<file path="src/rtl/diagonal_order_monitor_if.sv">
// diagonal_order_monitor_if
//    Sample bus from the diagonal X/Y counter pair to its order monitor.
//    Ports (signals):
//       in_valid : X_in/Y_in carry a new sample this cycle
//       X_in     : sampled X (W bits)
//       Y_in     : sampled Y (W bits)
//    Modports: master drives the sample, slave (the monitor) observes it.
interface diagonal_order_monitor_if #(
   parameter int W = 4
);
   logic         in_valid;
   logic [W-1:0] X_in;
   logic [W-1:0] Y_in;

   modport master (output in_valid, output X_in, output Y_in);
   modport slave  (input  in_valid, input  X_in, input  Y_in);
endinterface

</file>
<file path="src/rtl/diagonal_order_monitor.sv">
// diagonal_order_monitor
//    Observes every (X,Y) sample of the diagonal counter pair and checks X >= Y.
//    Latches the first violating sample, counts steps and X wrap-arounds,
//    tracks the largest X-Y gap and flags runs of identical samples as a stall.
//    Ports:
//       clk        : rising-edge clock
//       reset      : synchronous active-high reset, highest priority
//       smp        : sample bus (in_valid, X_in, Y_in), slave side
//       state      : IDLE=0, TRACK=1, STALL=2, VIOL=3
//       viol       : sticky violation flag
//       viol_x/y   : first violating sample
//       viol_step  : step_cnt at the first violation
//       step_cnt   : accepted samples after the first one (saturating)
//       wrap_cnt   : X wrap-arounds (saturating)
//       max_gap    : largest X-Y over non-violating samples
//       stalled    : high while state==STALL
module diagonal_order_monitor #(
   parameter int W         = 4,
   parameter int CNT_W     = 16,
   parameter int STALL_LIM = 8
) (
   input  logic                         clk,
   input  logic                         reset,
   diagonal_order_monitor_if.slave      smp,
   output logic [1:0]                   state,
   output logic                         viol,
   output logic [W-1:0]                 viol_x,
   output logic [W-1:0]                 viol_y,
   output logic [CNT_W-1:0]             viol_step,
   output logic [CNT_W-1:0]             step_cnt,
   output logic [CNT_W-1:0]             wrap_cnt,
   output logic [W-1:0]                 max_gap,
   output logic                         stalled
);

   typedef enum logic [1:0] {
      IDLE  = 2'd0,
      TRACK = 2'd1,
      STALL = 2'd2,
      VIOL  = 2'd3
   } state_t;

   localparam logic [CNT_W-1:0] STALL_LIM_C = CNT_W'(STALL_LIM);

   state_t           state_reg;
   logic             viol_reg;
   logic [W-1:0]     viol_x_reg, viol_y_reg;
   logic [CNT_W-1:0] viol_step_reg;
   logic [CNT_W-1:0] step_cnt_reg, wrap_cnt_reg, stall_cnt_reg;
   logic [W-1:0]     max_gap_reg;
   logic             stalled_reg;
   logic [W-1:0]     prev_x_reg, prev_y_reg;

   // Formal hook: the harness asserts this stays high.
   logic prop_ok;
   assign prop_ok = ~viol_reg;

   function automatic logic [CNT_W-1:0] sat_inc(input logic [CNT_W-1:0] v);
      return (&v) ? v : v + CNT_W'(1);
   endfunction

   // Sample classification
   logic             bad, same, wrap;
   logic [W-1:0]     gap;
   logic [CNT_W-1:0] step_next, wrap_next, stall_next;

   assign bad        = smp.X_in < smp.Y_in;
   assign same       = (smp.X_in == prev_x_reg) && (smp.Y_in == prev_y_reg);
   assign wrap       = smp.X_in < prev_x_reg;
   assign gap        = smp.X_in - smp.Y_in;
   assign step_next  = sat_inc(step_cnt_reg);
   assign wrap_next  = wrap ? sat_inc(wrap_cnt_reg) : wrap_cnt_reg;
   assign stall_next = same ? sat_inc(stall_cnt_reg) : '0;

   always_ff @(posedge clk) begin
      if (reset) begin
         state_reg     <= IDLE;
         viol_reg      <= 1'b0;
         viol_x_reg    <= '0;
         viol_y_reg    <= '0;
         viol_step_reg <= '0;
         step_cnt_reg  <= '0;
         wrap_cnt_reg  <= '0;
         stall_cnt_reg <= '0;
         max_gap_reg   <= '0;
         stalled_reg   <= 1'b0;
         prev_x_reg    <= '0;
         prev_y_reg    <= '0;
      end else if (smp.in_valid) begin
         case (state_reg)
            IDLE: begin
               // First sample only seeds history: no step, no wrap.
               prev_x_reg  <= smp.X_in;
               prev_y_reg  <= smp.Y_in;
               max_gap_reg <= bad ? '0 : gap;
               if (bad) begin
                  state_reg     <= VIOL;
                  viol_reg      <= 1'b1;
                  viol_x_reg    <= smp.X_in;
                  viol_y_reg    <= smp.Y_in;
                  viol_step_reg <= '0;
               end else begin
                  state_reg <= TRACK;
               end
            end
            TRACK, STALL: begin
               step_cnt_reg  <= step_next;
               wrap_cnt_reg  <= wrap_next;
               stall_cnt_reg <= stall_next;
               prev_x_reg    <= smp.X_in;
               prev_y_reg    <= smp.Y_in;
               if (!bad && gap > max_gap_reg)
                  max_gap_reg <= gap;
               // Violation wins over stall on the same sample.
               if (bad) begin
                  state_reg     <= VIOL;
                  stalled_reg   <= 1'b0;
                  viol_reg      <= 1'b1;
                  viol_x_reg    <= smp.X_in;
                  viol_y_reg    <= smp.Y_in;
                  viol_step_reg <= step_next;
               end else if (state_reg == STALL) begin
                  // Stay stalled on repeats, resume tracking on fresh data.
                  state_reg   <= same ? STALL : TRACK;
                  stalled_reg <= same;
               end else if (stall_next == STALL_LIM_C) begin
                  state_reg   <= STALL;
                  stalled_reg <= 1'b1;
               end
            end
            default: begin
               // VIOL is absorbing until reset.
            end
         endcase
      end
   end

   assign state     = state_reg;
   assign viol      = ~prop_ok;
   assign viol_x    = viol_x_reg;
   assign viol_y    = viol_y_reg;
   assign viol_step = viol_step_reg;
   assign step_cnt  = step_cnt_reg;
   assign wrap_cnt  = wrap_cnt_reg;
   assign max_gap   = max_gap_reg;
   assign stalled   = stalled_reg;

endmodule

</file>
<file path="src/flat_wrapper.sv">
// flat-port wrapper written by rule: the top's interface ports become plain ports
module diagonal_order_monitor_flat 
#(
   parameter int W         = 4,
   parameter int CNT_W     = 16,
   parameter int STALL_LIM = 8
)
  (clk, reset, state, viol, viol_x, viol_y, viol_step, step_cnt, wrap_cnt, max_gap, stalled, smp_in_valid, smp_X_in, smp_Y_in);
  diagonal_order_monitor_if #(.W(W)) smp_i ();
  input  logic clk;
  input  logic reset;
  output logic [1:0] state;
  output logic viol;
  output logic [W-1:0] viol_x;
  output logic [W-1:0] viol_y;
  output logic [CNT_W-1:0] viol_step;
  output logic [CNT_W-1:0] step_cnt;
  output logic [CNT_W-1:0] wrap_cnt;
  output logic [W-1:0] max_gap;
  output logic stalled;
  input wire logic [$bits(smp_i.in_valid)-1:0] smp_in_valid;
  input wire logic [$bits(smp_i.X_in)-1:0] smp_X_in;
  input wire logic [$bits(smp_i.Y_in)-1:0] smp_Y_in;
  assign smp_i.in_valid = smp_in_valid;
  assign smp_i.X_in = smp_X_in;
  assign smp_i.Y_in = smp_Y_in;
  diagonal_order_monitor #(.W(W), .CNT_W(CNT_W), .STALL_LIM(STALL_LIM)) u_core (.clk(clk), .reset(reset), .smp(smp_i), .state(state), .viol(viol), .viol_x(viol_x), .viol_y(viol_y), .viol_step(viol_step), .step_cnt(step_cnt), .wrap_cnt(wrap_cnt), .max_gap(max_gap), .stalled(stalled));
endmodule
</file>
<file path="config.mk">
export PLATFORM = sky130hd
export DESIGN_NAME = diagonal_order_monitor_flat
export DESIGN_NICKNAME = d
export VERILOG_FILES = /design/src/rtl/diagonal_order_monitor_if.sv /design/src/rtl/diagonal_order_monitor.sv /design/src/flat_wrapper.sv
export SDC_FILE = /design/constraint.sdc
export NUM_CORES = 1
export LEC_CHECK = 0
export ABC_CLOCK_PERIOD_IN_PS = 3100
export CAP_MARGIN = 0
export CORE_ASPECT_RATIO = 1.1
export CORE_UTILIZATION = 54
export DETAILED_ROUTE_END_ITERATION = 10
export PLACE_DENSITY = 0.8
export SETUP_SLACK_MARGIN = 0.05
export SLEW_MARGIN = 20
export SYNTH_ARGS = -nofsm -noshare
export SYNTH_HDL_FRONTEND = slang
export SYNTH_SLANG_ARGS = --single-unit
</file>
<file path="constraint.sdc">
create_clock -name clk -period 3.1 [get_ports clk]
set_input_delay 0.465 -clock clk [delete_from_list [all_inputs] [get_ports clk]]
set_output_delay 0.465 -clock clk [all_outputs]
set_load 0.1 [all_outputs]
</file>
==> results.json, run 1 <==
{
  "drt-initial-drc-count": 185,
  "synth_nets": 620,
  "grtUsageMet3_pct": 4.299,
  "fin_skew_ps": 10.75,
  "clkSlewWorstSetupHoldPaths_ps": 100,
  "synth_flop_cell": "dfxtp_1",
  "critical_path_class": "input port to register",
  "setup-violations-final": 0,
  "die_x_um": 91.69,
  "fmax_ghz": 0.3407,
  "place_ws_ps": -319.1,
  "max_stage_delay_ps": 470,
  "ys_seq_area_share_pct": 36.87,
  "synthesis.area_um2": 4778,
  "clk_path_buf_depth": 2,
  "leakagePower_uw": 0.002164,
  "area_growth_pct": 20.08,
  "layout_common_cells": "buf_4 (88), dfxtp_1 (88), nand2_1 (72), nor2_1 (69), a21oi_1 (55)",
  "grt_pass1_wl_mm": 19.02,
  "synth_seq_cells": 88,
  "period_share_pct": 94.68,
  "grt_pass1_vias": 4146,
  "yosys_warnings": 0,
  "overflow": 0,
  "io_pins": 75,
  "grt_start_max_net_pins": 39,
  "drt_wl_total_mm": 11.59,
  "cellPowerDensity_nw_per_um2": 445.8,
  "syn_avg_cell_area_um2": 8.099,
  "critical_path_buf_inv_count": 4,
  "rsz0062_at_grt": "no",
  "vias_per_cell": 5.699,
  "crit_path_end_kind": "register",
  "fin_tns_setup_ps": 0,
  "utilization_pct": 67.54,
  "finalHoldViolCount": 0,
  "first_pass_iters": 4,
  "die_h_um": 100.7,
  "slew_viol_final": 0,
  "clk_latency_ps": 360,
  "wire_per_inst_um": 14.78,
  "pwr-share-comb_pct": 23.6,
  "place.gp.congestion": 0.8651,
  "cts_root_buffer": "clkbuf_8",
  "fp.dieArea_um2": 9230,
  "grtUsageTotal_pct": 25.32,
  "max_slew.worst_pin.slew_ps": 741.1,
  "synth_cells": 590,
  "placed_cells": 766,
  "crit_family": "adder cells",
  "min_period_ps": 2935,
  "cpMaxStageDelayCell": "clkdlybuf4s50_1",
  "core_region_area_um2": 8496,
  "grtUsageMet2_pct": 44.13,
  "drive_gt1_share_pct": 19.32,
  "diodes": 0,
  "hold_path.class": "register to register",
  "vias": 4468,
  "cp_max_fo": 6,
  "grtUsageMet1_pct": 31.83,
  "place_area_um2": 5525,
  "cp-start-kind": "input port",
  "fin_nets": 698,
  "rows": 35,
  "final_area_um2": 5738,
  "synth.distinct_cells": 65,
  "layoutNonFillerInstCount": 784,
  "busiest_layer": "met2",
  "status": "finished clean",
  "seqPwrFrac_pct": 46.5,
  "drtAntennaViolNets": 0,
  "drc": 0,
  "postSynth.asyncResetShare_pct": 0,
  "p_sw_uw": 910.5,
  "maxCapViolations": 0,
  "antenna_found_initial": 0,
  "path_cells": "clkdlybuf4s50_1 > inv_1 > ha_1 > inv_1 > fa_1 > ha_1 > nor2b_1 > o21a_1 > o21a_1 > o2111ai_2 > a21boi_2 > buf_4 > mux2i_1 > nor2b_1",
  "switching_share_pct": 35.60,
  "cts_tree": "built",
  "cts_inserted_buffers": 9,
  "initial_core_util_pct": 56.24,
  "intPower_uw": 1647,
  "critPathRequiredTime_ps": 3330,
  "numClockSinks": 88,
  "synth_edf_count": 0,
  "critical_path_arrival_ps": 3160,
  "setup_ws_ps": 164.8,
  "htree_levels": 3,
  "slew_headroom_pct": 50.59,
  "clock_power_share_pct": 29.9,
  "ir_drop_v": 0.0003065,
  "io_buffers": 74,
  "dp_hpwl_mm": 8.263
}
-- tightest hold or removal path, cell delays in order, from the launching register on --
cell and delay (ps):
dfxtp_1 320, nand2_1 50, a21oi_1 50
-- synth_stat cells (3+ instances only) --
library cell  instances  area share (%)
a31oi_1               4            0.52
nor3_1               20             2.1
a211oi_1              5            0.79
or3_1                 8             1.0
a21oi_1              55             5.8
a22oi_1               8             1.3
nand2_1              72             5.7
inv_1                22             1.7
xnor2_1              28             5.1
dfxtp_1              88              37
o21ai_0              21             2.2
o211ai_1              3            0.47
nor2_1               69             5.4
nor4_1                6            0.79
nor2b_1               5            0.65
nand4_1              10             1.3
a41oi_1               3            0.55
clkbuf_1             19             1.5
mux2i_1               6             1.3
a21o_1                5            0.79
buf_2                 6            0.63
nor4_2                5             1.3
o21a_1                3            0.47
nand3_1              23             2.4
nand2b_1             11             1.4
and3_1                6            0.79
xor2_1               12             2.2
ha_1                 18             4.7
nand4_4               3             1.3
buf_1                 3            0.24
-- worst paths after layout --
kind	from	end	slack, ps	cells after the start
worst min-delay path	u_core.prev_x_reg[3]	u_core.prev_x_reg[3]	460	2
worst min register to register	u_core.prev_x_reg[3]	u_core.prev_x_reg[3]	460	2
worst max-delay path	smp_X_in[0]	u_core.max_gap[2]	160	14
worst max register to register	u_core.state[1]	u_core.step_cnt[10]	610	10
-- power by group through the flow --
stage,Sequential [µW],Clock (µW),Combinational (µW)
5_1_grt,1190,831,648
3_5_place_dp,1220,0,586
6_report,1190,764,604
4_1_cts,1190,780,589
2_1_floorplan,1400,0,247
3_3_place_gp,1210,0,570
-- cell families after synthesis --
group	after synthesis	share of synthesized area (%)
AOI/OAI and AO/OA	125	16.39
buffers and inverters	53	4.504
DFF	88	36.87
muxes	7	1.493
xor gates and xnor gates	40	7.332
adders and majority gates	19	5.132
and+or+nand+nor	258	28.28
-- timing repair --
action / in CTS / in global routing
setup endpoints to repair: 0 / 4
buffers inserted: 0 / 2
hold buffers: 0 / 0
gates resized for setup: 0 / 2
-- stage by stage --
step | hold slack, ps | total power, µW
after floorplan | 436.3 | 1643
after global placement | 440.9 | 1783
after detailed placement | 450.0 | 1801
after CTS | 463.8 | 2559
after global routing | 482.2 | 2673
final | 459.2 | 2558
-- final cells by class --
| type | count | area (µm²) |
|---|---|---|
| multi-input combinational | 449 | 2811 |
| fill | 717 | 2758 |
| tap | 111 | 138.9 |
| sequential | 88 | 1762 |
| clock buffer | 9 | 123.9 |
| clock inverter | 7 | 63.81 |
| inverter | 22 | 82.58 |
| timing repair buffer | 98 | 755.7 |
-- layer usage --
| layer | vias to the layer above | wire (µm) |
|---|---|---|
| li1 | 2233 | - |
| met3 | 16 | 452 |
| met5 | - | 0 |
| met1 | 2116 | 5177 |
| met2 | 103 | 5806 |
| met4 | 0 | 153 |
Note: power is estimated with default switching activity, not from simulation.
==> run 2, diff against run 1 <==
--- a/config.mk
+++ b/config.mk
@@ -5,7 +5,6 @@
 export SDC_FILE = /design/constraint.sdc
 export NUM_CORES = 1
 export LEC_CHECK = 0
-export ABC_CLOCK_PERIOD_IN_PS = 3100
 export CAP_MARGIN = 0
 export CORE_ASPECT_RATIO = 1.1
 export CORE_UTILIZATION = 54
==> results of run 2 <==
Same layout as run 1: the final DEF is identical, and so are final timing and power.
